===== src/rtl/gcttt_int_pkg.sv =====
// Shared definitions for the interrupt controller and the fetch stage.
package gcttt_int_pkg;

  typedef enum logic [1:0] {
    StIdle,
    StReq,
    StService
  } int_state_e;

  localparam logic [3:0]  RtiOpcode   = 4'b0011;
  localparam logic [15:0] HandlerPc   = 16'h0005;
  localparam int unsigned DefaultNsrc = 4;

endpackage


===== src/rtl/int_edge_det.sv =====
// Single-line rising-edge detector. The history register resets high so a line
// already asserted at reset release does not fire.
module int_edge_det (
  input  logic clk,
  input  logic rst,
  input  logic irq,
  output logic irq_edge
);

  logic irq_prev_q;

  always_ff @(posedge clk or posedge rst) begin
    if (rst) begin
      irq_prev_q <= 1'b1;
    end else begin
      irq_prev_q <= irq;
    end
  end

  assign irq_edge = irq & ~irq_prev_q;

endmodule


===== src/rtl/int_ctrl.sv =====
// Multi-source interrupt controller: edge capture, pending/mask/overrun state,
// fixed-priority arbitration and a request/service handshake with fetch.
module int_ctrl
  import gcttt_int_pkg::*;
#(
  parameter int unsigned NSRC = DefaultNsrc,
  parameter int unsigned VW   = 3
) (
  input  logic            clk,
  input  logic            rst,
  input  logic [NSRC-1:0] irq,
  input  logic            mask_wr,
  input  logic [NSRC-1:0] mask_in,
  input  logic            ovr_clr,
  input  logic            int_ack,
  input  logic            rti,
  output logic            int_req,
  output logic [VW-1:0]   vector,
  output logic            in_service,
  output logic [NSRC-1:0] pending,
  output logic [NSRC-1:0] mask_out,
  output logic [NSRC-1:0] overrun
);

  int_state_e      state_q;
  logic            int_req_q, in_service_q;
  logic [VW-1:0]   vector_q;
  logic [NSRC-1:0] pending_q, pending_d;
  logic [NSRC-1:0] overrun_q, overrun_d;
  logic [NSRC-1:0] mask_q;
  logic [NSRC-1:0] irq_edge;
  logic [NSRC-1:0] eligible;
  logic [NSRC-1:0] ack_clr;

  for (genvar i = 0; i < NSRC; i++) begin : g_edge
    int_edge_det u_edge_det (
      .clk      (clk),
      .rst      (rst),
      .irq      (irq[i]),
      .irq_edge (irq_edge[i])
    );
  end

  // Lowest set index wins.
  function automatic logic [VW-1:0] prio_enc(input logic [NSRC-1:0] req);
    prio_enc = '0;
    for (int i = NSRC - 1; i >= 0; i--) begin
      if (req[i]) prio_enc = VW'(i);
    end
  endfunction

  assign eligible = pending_q & ~mask_q;

  always_comb begin
    ack_clr = '0;
    if (state_q == StReq && int_ack) ack_clr = NSRC'(1) << vector_q;
    // Set terms are OR-ed last so a coincident edge beats the clear.
    pending_d = (pending_q & ~ack_clr) | irq_edge;
    overrun_d = (ovr_clr ? '0 : overrun_q) | (irq_edge & pending_q);
  end

  always_ff @(posedge clk or posedge rst) begin
    if (rst) begin
      pending_q <= '0;
      overrun_q <= '0;
      mask_q    <= '1;
    end else begin
      pending_q <= pending_d;
      overrun_q <= overrun_d;
      if (mask_wr) mask_q <= mask_in;
    end
  end

  always_ff @(posedge clk or posedge rst) begin
    if (rst) begin
      state_q      <= StIdle;
      int_req_q    <= 1'b0;
      in_service_q <= 1'b0;
      vector_q     <= '0;
    end else begin
      unique case (state_q)
        StIdle: begin
          if (|eligible) begin
            state_q   <= StReq;
            int_req_q <= 1'b1;
            vector_q  <= prio_enc(eligible);
          end
        end
        StReq: begin
          if (int_ack) begin
            state_q      <= StService;
            int_req_q    <= 1'b0;
            in_service_q <= 1'b1;
          end
        end
        StService: begin
          if (rti) begin
            state_q      <= StIdle;
            in_service_q <= 1'b0;
          end
        end
        default: begin
          state_q      <= StIdle;
          int_req_q    <= 1'b0;
          in_service_q <= 1'b0;
        end
      endcase
    end
  end

  assign int_req    = int_req_q;
  assign in_service = in_service_q;
  assign vector     = vector_q;
  assign pending    = pending_q;
  assign mask_out   = mask_q;
  assign overrun    = overrun_q;

endmodule


===== config.mk =====
export PLATFORM = sky130hd
export DESIGN_NAME = int_ctrl
export DESIGN_NICKNAME = d
export VERILOG_FILES = /design/src/rtl/gcttt_int_pkg.sv /design/src/rtl/int_edge_det.sv /design/src/rtl/int_ctrl.sv
export SDC_FILE = /design/constraint.sdc
export NUM_CORES = 1
export LEC_CHECK = 0
export BUFFER_PORTS_ARGS = -buffer_cell sky130_fd_sc_hd__buf_2
export CORE_MARGIN = 4
export CORE_UTILIZATION = 41
export DETAILED_ROUTE_END_ITERATION = 8
export HOLD_SLACK_MARGIN = 0.02
export PLACE_DENSITY_LB_ADDON = 0.2
export SKIP_CTS_REPAIR_TIMING = 1
export SLEW_MARGIN = 20
export SYNTH_ARGS = -nofsm -noshare
export SYNTH_HDL_FRONTEND = slang
export SYNTH_SLANG_ARGS = --single-unit

===== constraint.sdc =====
create_clock -name clk -period 3.9 [get_ports clk]
set_input_delay 0.195 -clock clk [delete_from_list [all_inputs] [get_ports clk]]
set_output_delay 0.195 -clock clk [all_outputs]
set_load 0.02 [all_outputs]

# Yosys cells after proc, flatten, opt, wreduce, memory -nomap -nowiden
# Cells that the tools add are included.
[word_totals] regBits=23 latch_bits=0 mem_bits_rw=0 rom_bits=0 inputBits=14 out_inout_bits=17 wordCells=57 n_memories=0
[op_classes] n_addsub=0 n_mul=0 n_div=0 order_cmp=0 eq_ne=5 shifts=1 muxes=16 bitwise_logic=17 n_reduce_logical=7
[op_table] cell="$and 4x4->4" n=3
[op_table] cell="$mux 3" n=3
[op_table] cell="$reduce_and 3->1" n=3
[op_table] cell="$mux 2" n=4
[op_table] cell="$mux 4" n=2
[op_table] cell="$not 4->4" n=2
[op_table] cell="$or 4x4->4" n=2
[op_table] cell="$ne 2x2->1 const B" n=3
[op_table] cell="$not 1->1" n=6
[op_table] cell="$pmux 1 s3" n=2
[op_table] cell="$pmux 2 s3" n=1
[op_table] cell="$and 1x1->1" n=4
[op_table] cell="$mux 1" n=4
[op_table] cell="$reduce_or 4->1" n=1
[op_table] cell="$shl 1x3->4 const A" n=1
[op_table] cell="$eq 2x1->1 const B" n=1
[op_table] cell="$eq 2x2->1 const B" n=1
[op_table] cell="$logic_not 2->1" n=1
[op_table] cell="$reduce_and 2->1" n=1
[op_table] cell="$logic_and 1x1->1" n=1

# Logic depth before layout (Yosys ltp)
[logic_depth] ltp_word=6 ltp_mapped=4 ltp_nobuf=3

# Hierarchy
# A second synthesis with hierarchy kept.
[hier_totals] cells_unflattened=87 hier_area_um2=973.4
[by_module_without_submodules] module="int_ctrl" n_inst=1 cells_per_inst=75 area_each_um2=798.3 seq_area_each_um2=455.4
[by_module_without_submodules] module="int_edge_det" n_inst=4 cells_per_inst=3 area_each_um2=43.8 seq_area_each_um2=26.3

# Worst setup path after synthesis
# Ideal clock, no wire load.
[synth_path] kind="reg2reg" start="register vector_q[1], in the netlist vector[1]" end="register pending_q[2], in the netlist pending[2]" setup_time_ns=0.118 arrival_time_ns=1.205 t_required_ns=3.782 path_slack_ns=2.577 stages_incl_launch_ff=4 path_buffers=0 synth_period_minus_slack_ns=1.323 path_cell_list="dfrtp_1 -> inv_1 -> or4_1 -> a21o_1"
[synth_via] elab_chain_len=5
[synth_rtl] element="from (decl)" line="int_ctrl.sv:27" text="logic [VW-1:0] vector_q;"
[synth_rtl] element="from (signal assigned)" line="int_ctrl.sv:86" text="vector_q <= prio_enc(eligible);"
[synth_rtl] element="$shl 1x3->4" line="int_ctrl.sv:56" text="if (state_q == StReq && int_ack) ack_clr = NSRC'(1) << vector_q;"
[synth_rtl] element="$mux 4" line="int_ctrl.sv:56"
[synth_rtl] element="$not 4->4" line="int_ctrl.sv:58" text="pending_d = (pending_q & ~ack_clr) | irq_edge;"
[synth_rtl] element="$and 4x4->4" line="int_ctrl.sv:58"
[synth_rtl] element="$or 4x4->4" line="int_ctrl.sv:58"
[synth_rtl] element="named net pending_d[2]" line="int_ctrl.sv:28" text="logic [NSRC-1:0] pending_q, pending_d;"
[synth_rtl] element="to (signal assigned)" line="int_ctrl.sv:68" text="pending_q <= pending_d;"
[synth_rtl] element="to (decl)" line="int_ctrl.sv:28"
# The timed path passes the listed nets, and every way through them passes these cells.
# A chain may end at the register's enable or synchronous reset.

# Worst setup path after layout
[layout_path] start="register state_q[0]" end="register vector_q[0], in the netlist vector[0]"
[layout_via] elab_chain_len=2
[layout_rtl] element="from (decl)" line="int_ctrl.sv:25" text="int_state_e state_q;"
[layout_rtl] element="from (signal assigned)" line="int_ctrl.sv:76" text="state_q <= StIdle;"
[layout_rtl] element="from (signal assigned)" line="int_ctrl.sv:84" text="state_q <= StReq;"
[layout_rtl] element="from (signal assigned)" line="int_ctrl.sv:91" text="state_q <= StService;"
[layout_rtl] element="$logic_not 2->1" line="int_ctrl.sv:81" text="unique case (state_q)"
[layout_rtl] element="$reduce_and 2->1 (no source line)"
# Every way passes these cells.

==> reports/qor.csv <==
metric,value,unit
place.gp.congestion,0.761,
clk_latency,0.30,ns
fin_crit,1.32,ns
power_density,652,nW/um2
core-area,2190,um2
yosysSeqAreaShare,59.9,%
cp_slowest_stage_delay,0.48,ns
grt_pass1_vias,710,
ys_types,26,
fmax,759,MHz
nets,133,
root_buffer,clkbuf_4,
synthCells,84,
antenna_found_initial,0,
cts.sinks,22,
finalMaxSlewViolations,0,
final_cells,146,
firstDrtPassIters,1,
peakVddDrop,0.314,mV
critPathTopFamily,flip-flops,
worst_path_max_delay_cell,dfrtp_1,
avgRoutedWirePerCell,12.4,um
p_leak,0.542,nW
cp_data_required_time,4.12,ns
power.share.clock,16.2,%
synth_nets,98,
timing.max_cap.violations,0,
ys_warn_count,0,
cts_buffers,3,
finalCritPeriodShare,33.8,%
internal_power,0.466,mW
start_util,42.7,%
switchingPower,0.294,mW
path_buf_inv,0,
regToRegSetupSlack,2.58,ns
yosys_register_bits,22,
hold_violations,0,
via_count,684,
synthTopCellsByCount,"dfrtp_1 (14), o21ai_0 (12), inv_1 (10)",
worst_ep_arrival_time,1.54,ns
grt_usage,12.7,%
fin_tns_setup,0,ns
synth_area,936,um2
synth_edf_count,0,
drt_drc_violations_left,0,
seq_power_share,48.2,%
drive_gt1_share,39.8,%
grt_max_degree,23,
synth_area_leaders,"dfrtp_1 (37%), dfstp_2 (22%), o21ai_0 (6.4%)",
area_growth_syn_to_layout,24.6,%
place_hpwl,1410,um
cts_htree_levels,1,
postRouteAntennaNets,0,
die_area,3110,um2
path_clk_slew,0.12,ns
yosysMostFrequentCell,dfrtp_1,
critPathLaunch,state_q[0],
synth.avg_cell_area,11.1,um2
yosysTopAreaCellShare,37.4,%
vias_per_cell,4.68,
placed_cells,138,
critPathKind,flop to flop,
start_kind,flop,
end_kind,flop,
crit_chain,"nor2_1, mux2_2, nor3_1",
clock_skew,0.000759,ns
p_comb_share,35.7,%
clockBufferDepth,2,
diodes,0,
tightest_slew,0.808,ns
synth.largest_area_cell,dfrtp_1,
drt-total-wl,1810,um
hold_class,primary input to async pin,
r2r_end,vector[0],
synth_flop_cell,dfrtp_1,
synthArstFlopShare,100,%
fp.dieH,55.8,um
ioPinCount,31,
numPortBuffers,29,
cts_tree,built,
die_width,55.8,um
p_sw_share,38.7,%
rows,17,
rsz0062_at_grt,no,
crit_fanout,8,
cp-endpoint,vector[0],
worstReg2RegStart,state_q[0],
drt_iter0_drc,0,
setup_viol,0,
path_depth,3,
r2r_cells,3,
grt_pass1_wl,3120,um
gr-total-overflow,0,
outcome,completed,
slew_headroom,46.1,%
==> layout make-up <==
| cell class | instances | area (um2) |
|---|---|---|
| fill | 216 | 1020 |
| sequential | 22 | 561 |
| multi-input combinational | 49 | 312 |
| timing repair buffer | 33 | 185 |
| inverter | 10 | 37.5 |
| clock buffer | 4 | 36.3 |
| tap | 28 | 35.0 |
==> power groups by stage <==
| stage | sequential, mW | clock (mW) | combinational (mW) |
|---|---|---|---|
| floorplan | 0.407 | 0 | 0.153 |
| global placement | 0.369 | 0 | 0.267 |
| detailed placement | 0.372 | 0 | 0.272 |
| CTS | 0.367 | 0.129 | 0.273 |
| global route | 0.380 | 0.139 | 0.299 |
| finish | 0.366 | 0.123 | 0.271 |
==> layer usage <==
layer	GRT usage [%]	share of wire (%)
met5	0	0
met4	6.25	0.66
met3	2.09	5.1
met2	21.1	50
met1	15.9	44
==> worst reg2reg max path, cell delays in order, from the launching register on <==
cell	delay, ns
dfrtp_1	0.48
nor2_1	0.26
mux2_2	0.36
nor3_1	0.14
==> flip-flops by register name (all words and copies together) (netlist names) <==
| name | flops |
|---|---|
| mask_out | 4 |
| g_edge.u_edge_det.irq_prev_q | 4 |
| vector | 2 |
| pending | 4 |
| overrun | 4 |
| int_req | 1 |
| in_service | 1 |
| state_q | 2 |
==> how the worst min path moves through the flow <==
stage | slack, ns | to | depth (start not counted) | from
after global placement | 0.31 | g_edge[2].u_edge_det.irq_prev_q | 1 | irq[2]
after detailed placement | 0.31 | g_edge[3].u_edge_det.irq_prev_q | 1 | irq[3]
after floorplan | 0.18 | in_service | 1 | rst
after CTS | -0.03 | g_edge[3].u_edge_det.irq_prev_q | 1 | irq[3]
after global routing | 0.08 | overrun[2] | 2 | rst
final | 0.03 | overrun[2] | 2 | rst
==> through the flow <==
stage | hold WS (ns) | utilization [%] | setup WS [ns] | area [um2] | total power, mW
floorplan | 0.178 | - | 2.58 | 936 | 0.559
detailed placement | 0.311 | 49.7 | 2.60 | 1090 | 0.643
global placement | 0.309 | 49.7 | 2.62 | 1090 | 0.636
CTS | -0.0267 | 51.4 | 2.56 | 1130 | 0.769
finish | 0.0282 | 53.2 | 2.58 | 1170 | 0.760
global route | 0.0829 | 53.2 | 2.50 | 1170 | 0.818
==> placed cells by master, fill, tap and decap left out, drive strengths merged, types with 2 or more instances in the layout <==
cell type	Yosys	layout
buf	3	29
nor2b	6	6
dfrtp	14	14
mux2	5	5
o21ai	12	12
nand2	4	4
nor4	2	2
nor2	3	3
inv	10	10
nand2b	2	2
dlygate4sd3	0	4
a21oi	2	2
nand3b	2	2
dfstp	8	8
clkbuf	0	4
==> kinds of logic (layout without fill, tap and decap cells) <==
logic type | Yosys count | count (layout) | synth area share [%]
and+or+nand+nor | 24 | 24 | 15.4
muxes | 5 | 5 | 6.02
buffers and inverters | 13 | 47 | 6.82
AOI/OAI and AO/OA | 19 | 19 | 11.5
other | 1 | 1 | 0.401
DFF | 22 | 22 | 59.9
Power figures use the tool's default switching activity.
